## src/rtl/xctcmsg_pkg.sv

```systemverilog
// Shared xctcmsg message types for the FU <-> network endpoint path.
package xctcmsg_pkg;
  typedef logic [2:0]  message_addr_t;
  typedef logic [3:0]  message_tag_t;
  typedef logic [15:0] message_data_t;

  typedef struct packed {
    message_addr_t src;
    message_addr_t dst;
    message_tag_t  tag;
    message_data_t data;
  } message_pkt_t;

  localparam int NET_MISROUTE_CNT_W = 16;
endpackage

```

## src/rtl/bus_interface.sv

```systemverilog
// FU <-> NET messaging bus; _o/_i suffixes are from the FU's point of view.
interface bus_interface;
  import xctcmsg_pkg::*;
  logic          bus_val_o;
  logic          bus_ack_i;
  message_addr_t bus_dst_o;
  message_tag_t  bus_tag_o;
  message_data_t bus_msg_o;
  logic          bus_rdy_o;
  logic          bus_val_i;
  message_addr_t bus_src_i;
  message_tag_t  bus_tag_i;
  message_data_t bus_msg_i;

  modport NET (
    input  bus_val_o, bus_dst_o, bus_tag_o, bus_msg_o, bus_rdy_o,
    output bus_ack_i, bus_val_i, bus_src_i, bus_tag_i, bus_msg_i
  );
  modport FU (
    output bus_val_o, bus_dst_o, bus_tag_o, bus_msg_o, bus_rdy_o,
    input  bus_ack_i, bus_val_i, bus_src_i, bus_tag_i, bus_msg_i
  );
endinterface

```

## src/rtl/msg_fifo.sv

```systemverilog
// Registered-head FIFO with wrap-bit pointers; a full FIFO refuses push even when popping.
module msg_fifo #(
  parameter int  DEPTH = 4,
  parameter type T     = logic [7:0]
) (
  input  logic clk_i,
  input  logic rstn_i,
  input  logic push,
  input  T     push_data,
  input  logic pop,
  output T     head,
  output logic full,
  output logic empty
);
  localparam int AW = $clog2(DEPTH);

  logic [AW:0] wr_ptr, rd_ptr;
  T            mem [DEPTH];
  logic        do_push, do_pop;

  assign empty   = (wr_ptr == rd_ptr);
  assign full    = (wr_ptr[AW-1:0] == rd_ptr[AW-1:0]) && (wr_ptr[AW] != rd_ptr[AW]);
  assign do_push = push && !full;
  assign do_pop  = pop && !empty;
  assign head    = mem[rd_ptr[AW-1:0]];

  always_ff @(posedge clk_i or negedge rstn_i) begin
    if (!rstn_i) begin
      wr_ptr <= '0;
      rd_ptr <= '0;
    end else begin
      if (do_push) wr_ptr <= wr_ptr + 1'b1;
      if (do_pop)  rd_ptr <= rd_ptr + 1'b1;
    end
  end

  always_ff @(posedge clk_i) begin
    if (do_push) mem[wr_ptr[AW-1:0]] <= push_data;
  end
endmodule

```

## src/rtl/net_endpoint.sv

```systemverilog
// Network endpoint: FU sends go to the TX FIFO or loop back to RX; link RX feeds RX or is dropped.
module net_endpoint
  import xctcmsg_pkg::*;
#(
  parameter message_addr_t LOCAL_ADDR = '0,
  parameter int            FIFO_DEPTH = 4
) (
  input  logic                          clk_i,
  input  logic                          rstn_i,
  bus_interface.NET                     bus,
  output logic                          link_tx_val_o,
  input  logic                          link_tx_rdy_i,
  output message_pkt_t                  link_tx_pkt_o,
  input  logic                          link_rx_val_i,
  output logic                          link_rx_rdy_o,
  input  message_pkt_t                  link_rx_pkt_i,
  output logic [NET_MISROUTE_CNT_W-1:0] misroute_cnt_o
);
  logic         active;
  logic         is_local, ack, loop_push, tx_push;
  logic         tx_full, tx_empty, rx_full, rx_empty;
  logic         rx_acc, rx_push, rx_pop, misroute;
  message_pkt_t send_pkt, rx_wdata, rx_head;

  // Holds handshakes off while reset is asserted and until the first edge after release.
  always_ff @(posedge clk_i or negedge rstn_i) begin
    if (!rstn_i) active <= 1'b0;
    else         active <= 1'b1;
  end

  assign is_local  = (bus.bus_dst_o == LOCAL_ADDR);
  assign ack       = active && bus.bus_val_o && (is_local ? !rx_full : !tx_full);
  assign loop_push = ack && is_local;
  assign tx_push   = ack && !is_local;
  assign send_pkt  = '{src: LOCAL_ADDR, dst: bus.bus_dst_o, tag: bus.bus_tag_o, data: bus.bus_msg_o};

  // Loopback owns the single RX write port when both want it.
  assign link_rx_rdy_o = active && !rx_full && !loop_push;
  assign rx_acc        = link_rx_val_i && link_rx_rdy_o;
  assign misroute      = rx_acc && (link_rx_pkt_i.dst != LOCAL_ADDR);
  assign rx_push       = loop_push || (rx_acc && !misroute);
  assign rx_wdata      = loop_push ? send_pkt : link_rx_pkt_i;
  assign rx_pop        = !rx_empty && bus.bus_rdy_o;

  assign bus.bus_ack_i = ack;
  assign bus.bus_val_i = !rx_empty;
  assign bus.bus_src_i = rx_head.src;
  assign bus.bus_tag_i = rx_head.tag;
  assign bus.bus_msg_i = rx_head.data;
  assign link_tx_val_o = !tx_empty;

  msg_fifo #(.DEPTH(FIFO_DEPTH), .T(message_pkt_t)) u_tx_fifo (
    .clk_i(clk_i), .rstn_i(rstn_i),
    .push(tx_push), .push_data(send_pkt),
    .pop(link_tx_val_o && link_tx_rdy_i),
    .head(link_tx_pkt_o), .full(tx_full), .empty(tx_empty)
  );

  msg_fifo #(.DEPTH(FIFO_DEPTH), .T(message_pkt_t)) u_rx_fifo (
    .clk_i(clk_i), .rstn_i(rstn_i),
    .push(rx_push), .push_data(rx_wdata),
    .pop(rx_pop),
    .head(rx_head), .full(rx_full), .empty(rx_empty)
  );

  always_ff @(posedge clk_i or negedge rstn_i) begin
    if (!rstn_i)                         misroute_cnt_o <= '0;
    else if (misroute && !(&misroute_cnt_o)) misroute_cnt_o <= misroute_cnt_o + 1'b1;
  end
endmodule

```

## src/flat_wrapper.sv

```systemverilog
// flat-port wrapper written by rule: the top's interface ports become plain ports
module net_endpoint_flat import xctcmsg_pkg::*;
#(
  parameter message_addr_t LOCAL_ADDR = '0,
  parameter int            FIFO_DEPTH = 4
)
  (clk_i, rstn_i, link_tx_val_o, link_tx_rdy_i, link_tx_pkt_o, link_rx_val_i, link_rx_rdy_o, link_rx_pkt_i, misroute_cnt_o, bus_bus_val_o, bus_bus_dst_o, bus_bus_tag_o, bus_bus_msg_o, bus_bus_rdy_o, bus_bus_ack_i, bus_bus_val_i, bus_bus_src_i, bus_bus_tag_i, bus_bus_msg_i);
  bus_interface bus_i ();
  input  logic clk_i;
  input  logic rstn_i;
  output logic link_tx_val_o;
  input  logic link_tx_rdy_i;
  output message_pkt_t link_tx_pkt_o;
  input  logic link_rx_val_i;
  output logic link_rx_rdy_o;
  input  message_pkt_t link_rx_pkt_i;
  output logic [NET_MISROUTE_CNT_W-1:0] misroute_cnt_o;
  input wire logic [$bits(bus_i.bus_val_o)-1:0] bus_bus_val_o;
  input wire logic [$bits(bus_i.bus_dst_o)-1:0] bus_bus_dst_o;
  input wire logic [$bits(bus_i.bus_tag_o)-1:0] bus_bus_tag_o;
  input wire logic [$bits(bus_i.bus_msg_o)-1:0] bus_bus_msg_o;
  input wire logic [$bits(bus_i.bus_rdy_o)-1:0] bus_bus_rdy_o;
  output wire logic [$bits(bus_i.bus_ack_i)-1:0] bus_bus_ack_i;
  output wire logic [$bits(bus_i.bus_val_i)-1:0] bus_bus_val_i;
  output wire logic [$bits(bus_i.bus_src_i)-1:0] bus_bus_src_i;
  output wire logic [$bits(bus_i.bus_tag_i)-1:0] bus_bus_tag_i;
  output wire logic [$bits(bus_i.bus_msg_i)-1:0] bus_bus_msg_i;
  assign bus_i.bus_val_o = bus_bus_val_o;
  assign bus_i.bus_dst_o = bus_bus_dst_o;
  assign bus_i.bus_tag_o = bus_bus_tag_o;
  assign bus_i.bus_msg_o = bus_bus_msg_o;
  assign bus_i.bus_rdy_o = bus_bus_rdy_o;
  assign bus_bus_ack_i = bus_i.bus_ack_i;
  assign bus_bus_val_i = bus_i.bus_val_i;
  assign bus_bus_src_i = bus_i.bus_src_i;
  assign bus_bus_tag_i = bus_i.bus_tag_i;
  assign bus_bus_msg_i = bus_i.bus_msg_i;
  net_endpoint #(.LOCAL_ADDR(LOCAL_ADDR), .FIFO_DEPTH(FIFO_DEPTH)) u_core (.clk_i(clk_i), .rstn_i(rstn_i), .bus(bus_i), .link_tx_val_o(link_tx_val_o), .link_tx_rdy_i(link_tx_rdy_i), .link_tx_pkt_o(link_tx_pkt_o), .link_rx_val_i(link_rx_val_i), .link_rx_rdy_o(link_rx_rdy_o), .link_rx_pkt_i(link_rx_pkt_i), .misroute_cnt_o(misroute_cnt_o));
endmodule
```

## config.mk

```make
export PLATFORM = sky130hd
export DESIGN_NAME = net_endpoint_flat
export DESIGN_NICKNAME = d
export VERILOG_FILES = /design/src/rtl/xctcmsg_pkg.sv /design/src/rtl/bus_interface.sv /design/src/rtl/msg_fifo.sv /design/src/rtl/net_endpoint.sv /design/src/flat_wrapper.sv
export SDC_FILE = /design/constraint.sdc
export NUM_CORES = 1
export LEC_CHECK = 0
export CAP_MARGIN = 15
export CORE_ASPECT_RATIO = 1.2
export CORE_MARGIN = 4
export CORE_UTILIZATION = 50
export DETAILED_ROUTE_END_ITERATION = 12
export GPL_ROUTABILITY_DRIVEN = 0
export PLACE_DENSITY = 0.86
export SYNTH_ARGS = -nofsm -noshare
export SYNTH_HDL_FRONTEND = slang
export SYNTH_HIERARCHICAL = 1
export SYNTH_SLANG_ARGS = --single-unit
```

## constraint.sdc

```tcl
create_clock -name clk_i -period 3 [get_ports clk_i]
set_input_delay 0.75 -clock clk_i [delete_from_list [all_inputs] [get_ports clk_i]]
set_output_delay 0.75 -clock clk_i [all_outputs]
set_load 0.005 [all_outputs]
```

==> run metrics, run 1 <==
Net Sw Frac=between 20 and 30%; Worst Setup Start Kind=register; switching pwr=0.00295 W; hold slack=0.520 ns; origin of the critical flop-to-flop path=u_core/u_tx_fifo/rd_ptr[0]$_DFFE_PN0P_; Util after Layout=between 60% and 70%; clk buf depth=3; clock share of power=24.3%; Slew Viols, Final=0; Post-layout nets=721; CP Capture Type=output port; CP arrival=2.19 ns; P per Cell Area=around 840 mW/mm2; Worst Skew=0.0180 ns; register share of total power=about two fifths; Port Buffer Count=about 120; Worst VDD drop=a little under 0.5 mV; # clock sinks=225; via count=~5100; HPWL Detailed=between 10000 and 15000 um; crit path time final=2.94 ns; Mapped Cells=474; status=finished clean; Slowest Stage Delay on Critical Path=0.49 ns; Via density=5.55; DRT Wirelength=20300 um; static leakage=4.12 nW; CP max FO=28; Final period util=97.9%; Final setup viols=0; Crit path max-delay family=buffers and inverters; DP Area=~0.011 mm2; Worst path slowest cell=clkdlybuf4s50_1; part of the power in combinational logic=between 30% and 40%; mapped cell area=0.00936 mm2; R2R depth=11; relative slew slack=39.7%; crit path kind=reg2out; share of post-route cells with drive strength above 1=between 20% and 30%; routed wire length per instance=approximately 22 um; Tot Pwr=between 0.01 and 0.015 W; clk_lat worst skew=approximately 0.51 ns; WP depth=5; htree depth=1; largest net degree at the start of global routing=32; Worst Setup SP=u_core/u_rx_fifo/rd_ptr[1]$_DFFE_PN0P_; P&R area growth vs syn=28.2%; row cnt=54; Post-DRT Antenna Nets=0; Worst Hold Class=reg2reg; fillcell total=1216; DRT Pass-1 Iters=4; full die area=0.0210 mm2; first-pass GRT wire length=31100 um; syn avg cell area=roughly 20 um2; Hold Vio Cnt, Final=0; cell count of the worst hold path=1; Initial Utilization=51.1%; Total GRT Usage=19.2%; GRT overflow=0; DR iter-0 viols=roughly 420; DRC=0; core area=between 0.015 and 0.02 mm2; chip width=133 um; CTS tree=yes; Synth warnings=6; Required @ worst endpoint=about 2.3 ns; max-cap violations=0; I/O pin cnt=124; vias in the first global route=5477; die height=158 um; Max Clock Freq=341 MHz; crit-path cells=buf_6 > xor2_1 > nor3_1 > inv_1 > clkdlybuf4s50_1; Worst Path Buf+Inv=3; HP Start=u_core/misroute_cnt_o[5]$_DFFE_PN0P_; post-route cell area=0.0120 mm2; worst-margin pin slew=0.898 ns; r2r setup slk=0.61 ns; Num CTS Buffers=22; Cell Int Power=0.00714 W; root buffer cell=clkbuf_16; initial antenna violation count=2; clock slew at reported path FFs=0.06 ns
power by group through the flow:
stage | clock network [W] | logic (W) | registers, W
floorplan | 0 | 0.00189 | 0.00402
global placement | 0 | 0.00328 | 0.00407
detailed placement | 0 | 0.00336 | 0.00410
CTS | 0.00251 | 0.00357 | 0.00403
global route | 0.00263 | 0.00386 | 0.00406
finish | 0.00245 | 0.00361 | 0.00402
flip-flops by register name, summed over array words and instances, names as in the netlist:
register,flops
u_core/u_tx_fifo/mem,104
u_core/u_rx_fifo/mem,92
u_core/misroute_cnt_o,16
u_core/u_rx_fifo/rd_ptr,3
u_core/u_rx_fifo/wr_ptr,3
u_core/u_tx_fifo/rd_ptr,3
u_core/u_tx_fifo/wr_ptr,3
u_core/active,1
per-layer routing:
layer  share of wire [%]  track usage [%]  up-vias
met5                   0                0        -
met4                 3.4             7.97        0
met3                 5.3             2.54       37
met2                  54             34.0      173
met1                  37             24.0     2654
li1                    -                -     2266
final cells by class:
class / instances / area [um2] / share of cell area, %
clock buffers: 26 / 566 / 4.71
multi-input cells: 229 / 2680 / 22.3
well taps: 252 / 315 / 2.63
inverters: 14 / 52.6 / 0.438
flip-flops and latches: 225 / 6620 / 55.2
clock inverters: 12 / 66.3 / 0.553
diodes: 4 / 10.0 / 0.0834
repair buffers: 163 / 1690 / 14.1
worst paths after layout:
| kind | endpoint |
|---|---|
| min | u_core/misroute_cnt_o[5]$_DFFE_PN0P_ |
| max reg2reg | u_core/u_tx_fifo/mem[3][10]$_DFFE_PP_ |
| min in group asynchronous | u_core/u_tx_fifo/rd_ptr[1]$_DFFE_PN0P_ |
| max | bus_bus_val_i |
| min reg2reg | u_core/misroute_cnt_o[5]$_DFFE_PN0P_ |
| max in group asynchronous | u_core/u_rx_fifo/rd_ptr[0]$_DFFE_PN0P_ |
placed cells by master, fill, tap and decap left out, types with 5 or more instances in the layout:
cell type	n
mux4_2	49
ha_1	11
nand3_1	8
inv_1	14
buf_12	12
conb_1	13
nand2b_1	6
clkdlybuf4s50_1	117
xor2_1	14
a2111oi_2	5
edfxtp_1	196
nand2_1	11
a21oi_1	8
a211oi_1	9
o31ai_1	9
xnor2_1	7
clkbuf_16	22
clkinv_1	7
dfrtp_2	6
buf_4	26
and3_1	7
mux2_2	23
dfrtp_1	23
per-stage QoR:
step                instances  TNS [ns]  setup WS, ns
floorplan                 485         0        0.0887
detailed placement        873     -1.65        -0.251
global route              923   -0.0168       -0.0168
CTS                       917         0       0.00700
finish                    925         0        0.0636
global placement          873     -1.29        -0.264
worst reg2reg max path, stage by stage, from the launching register on:
cell and delay [ns]:
dfrtp_2 0.47, buf_4 0.17, xnor2_2 0.14, nand3_1 0.18, inv_1 0.06, mux2i_1 0.11
and3_1 0.18, nor2b_1 0.14, buf_4 0.14, nand2_1 0.08, a31oi_4 0.22, buf_12 0.19
timing repair:
action,CTS,global route
endpoints found under the hold margin,0,0
pin swaps,3,0
setup endpoints to repair,44,23
hold buffers,0,0
cloned,0,0
gates resized for setup,21,6
setup buffers,6,4
(Power assumes the default switching activity.)
==> run 2, diff against run 1 <==
Settings changed: CORE_MARGIN 4 to 3, CORE_UTILIZATION 50 to 56, PLACE_DENSITY 0.86 to 0.91.
Clock period 3 ns to 3.5 ns, I/O delays scaled along.
==> run 2 against run 1 <==
Net effect:
- sequential power is 13% lower
- final cell count decreased by 6.7%
- global-route usage rose by 3.5 points
- sequential share of layout area up 1.1 points
- hold slack improved by 0.0040 ns
- critical path depth unchanged
- largest cell class unchanged
- register-to-register slack better by 0.21 ns
- routed wire length decreased by 0.46%
==> run metrics, run 2 (synthesis results as in run 1) <==
via count=5148 (was 5130); Total GRT Usage=22.7% (was 19.2%); status=finished clean (unchanged); Post-CTS Resized=0 (was 21); static leakage=4.02 nW (was 4.12 nW); largest net degree at the start of global routing=32 (unchanged); Port Buffer Count=123 (unchanged); origin of the critical flop-to-flop path=u_core/u_rx_fifo/wr_ptr[0]$_DFFE_PN0P_ (was u_core/u_tx_fifo/rd_ptr[0]$_DFFE_PN0P_); DRT Wirelength=20200 um (was 20300 um); share of post-route cells with drive strength above 1=23.0% (was 25.6%); r2r setup slk=0.82 ns (was 0.61 ns); DRC=0 (unchanged); Slowest Stage Delay on Critical Path=0.52 ns (was 0.49 ns); DR iter-0 viols=333 (was 424); crit-path cells=clkdlybuf4s50_1 > nor3_4 > mux2i_1 > and3_1 > clkdlybuf4s50_1 (was buf_6 > xor2_1 > nor3_1 > inv_1 > clkdlybuf4s50_1); Hold EP=u_core/misroute_cnt_o[5]$_DFFE_PN0P_ (unchanged); max-cap violations=0 (unchanged); Worst Hold Class=reg2reg (unchanged); routed wire length per instance=23.4 um (was 21.9 um); crit path time final=around 3.4 ns; die height=148 um (was 158 um); htree depth=1 (unchanged); Post-DRT Antenna Nets=0 (unchanged); Final setup viols=0 (unchanged); first-pass GRT wire length=31200 um (was 31100 um); fillcell total=980 (was 1216); CP max FO=2 (was 28); Crit Reg-Reg Endpoint=u_core/u_tx_fifo/mem[3][21]$_DFFE_PP_ (was u_core/u_tx_fifo/mem[3][10]$_DFFE_PP_); postcts setup bufs=0 (was 6); Crit path max-delay family=buffers and inverters (unchanged); hold buffer count at CTS=0 (unchanged); # clock sinks=225 (unchanged); Sequential cell area=0.00661 mm2 (was 0.00662 mm2); GRT overflow=0 (unchanged); Inst Count DP=822 (was 873); P per Cell Area=728 mW/mm2 (was 841 mW/mm2); relative slew slack=38.2% (was 39.7%); HPWL Detailed=12900 um (was 13300 um); Multi-input gate area=0.00264 mm2 (was 0.00268 mm2); Max Clock Freq=297 MHz; chip width=124 um (was 133 um); Slew Viols, Final=0 (unchanged); Worst Path Buf+Inv=2 (was 3); Initial Utilization=57.3% (was 51.1%); CTS tree=yes (unchanged); clk buf depth=3 (unchanged); Worst VDD drop=0.415 mV (was 0.482 mV); I/O pin cnt=124 (unchanged); CP Capture Type=output port (unchanged); core area=0.0163 mm2 (was 0.0183 mm2); commonest non-fill, non-tap cell in the layout=edfxtp_1 (unchanged); cell mode on critical path=clkdlybuf4s50_1; Num CTS Buffers=21 (was 22); cell count of the worst hold path=1 (unchanged); Util after Layout=71.9% (was 65.5%); full die area=0.0183 mm2 (was 0.0210 mm2); clock slew at reported path FFs=0.06 ns (about the same); R2R depth=9 (was 11); Post-layout nets=700 (was 721); DRT Pass-1 Iters=5 (was 4); HP Start=u_core/misroute_cnt_o[5]$_DFFE_PN0P_ (unchanged); most frequent cells in the layout=edfxtp_1 (196), clkdlybuf4s50_1 (121), mux4_2 (49), dfrtp_1 (27), mux2_2 (23) (was edfxtp_1 (196), clkdlybuf4s50_1 (117), mux4_2 (49), buf_4 (26)); clk_lat worst skew=0.49 ns (was 0.51 ns); P&R area growth vs syn=25.6% (was 28.2%); Worst Setup Start Kind=primary input (was register); non-filler instance count after layout=863 (was 925); worst-margin pin slew=0.920 ns (was 0.898 ns); crit path kind=in2out (was reg2out); Via density=5.97 (was 5.55); number of flip-flops under the largest register name=104 (unchanged); Worst path slowest cell=clkdlybuf4s50_1 (unchanged); vias in the first global route=5497 (was 5477); row cnt=51 (was 54); initial antenna violation count=2 (unchanged); CP arrival=2.49 ns (was 2.19 ns); Final period util=96.1%; Worst Skew=0.0168 ns (was 0.0180 ns); Required @ worst endpoint=2.62 ns (was 2.25 ns); root buffer cell=clkbuf_16 (unchanged); Hold Vio Cnt, Final=0 (unchanged)
## run 2: stage by stage
| step | instance area [um2] | hold WS, ns | TNS (ns) | setup WS, ns | power, W |
|---|---|---|---|---|---|
| after detailed placement | 11000 | 0.517 | 0 | 0.0276 | 0.00631 |
| after CTS | 11700 | 0.529 | 0 | 0.0133 | 0.00861 |
| after global routing | 11700 | 0.548 | -0.00881 | -0.00881 | 0.00894 |
| final | 11700 | 0.524 | 0 | 0.135 | 0.00855 |
| after floorplan | 9400 | 0.496 | 0 | 0.213 | 0.00506 |
| after global placement | 11000 | 0.498 | 0 | 0.0500 | 0.00618 |
## run 2: how the worst max path moves through the flow
| stage | startpoint | depth (start not counted) | slack (ns) | endpoint |
|---|---|---|---|---|
| 2_1_floorplan | bus_bus_dst_o[0] | 6 | 0.21 | u_core/u_tx_fifo/mem[3][0]$_DFFE_PP_ |
| 3_3_place_gp | bus_bus_dst_o[1] | 5 | 0.05 | bus_bus_ack_i |
| 3_5_place_dp | bus_bus_dst_o[1] | 5 | 0.03 | bus_bus_ack_i |
| 4_1_cts | bus_bus_dst_o[1] | 5 | 0.01 | bus_bus_ack_i |
| 5_1_grt | u_core/u_rx_fifo/wr_ptr[0]$_DFFE_PN0P_ | 6 | -0.009 | bus_bus_ack_i |
| 6_report | bus_bus_dst_o[0] | 5 | 0.14 | bus_bus_ack_i |
## run 2: area by class of cell
| type | count | share of cell area (%) |
|---|---|---|
| tap | 212 | 2.26 |
| inverter | 14 | 0.447 |
| sequential | 225 | 56.3 |
| multi-input combinational | 229 | 22.4 |
| antenna | 2 | 0.0426 |
| clock inverter | 15 | 1.31 |
| clock buffer | 23 | 4.54 |
| timing repair buffer | 143 | 12.7 |
## run 2: power breakdown
part | leakage, nW | internal, W | switching [W] | total (W)
Combinational | 1.56 | 0.00154 | 0.00127 | 0.00281
Sequential | 2.12 | 0.00322 | 0.000259 | 0.00348
Clock | 0.339 | 0.00133 | 0.000945 | 0.00227
## run 2: per-layer routing
layer / routed length [um] / global-route usage (%)
met1: 7340 / 30.2
met2: 10700 / 38.3
met3: 1310 / 2.99
met4: 799 / 8.93
met5: 0 / 0
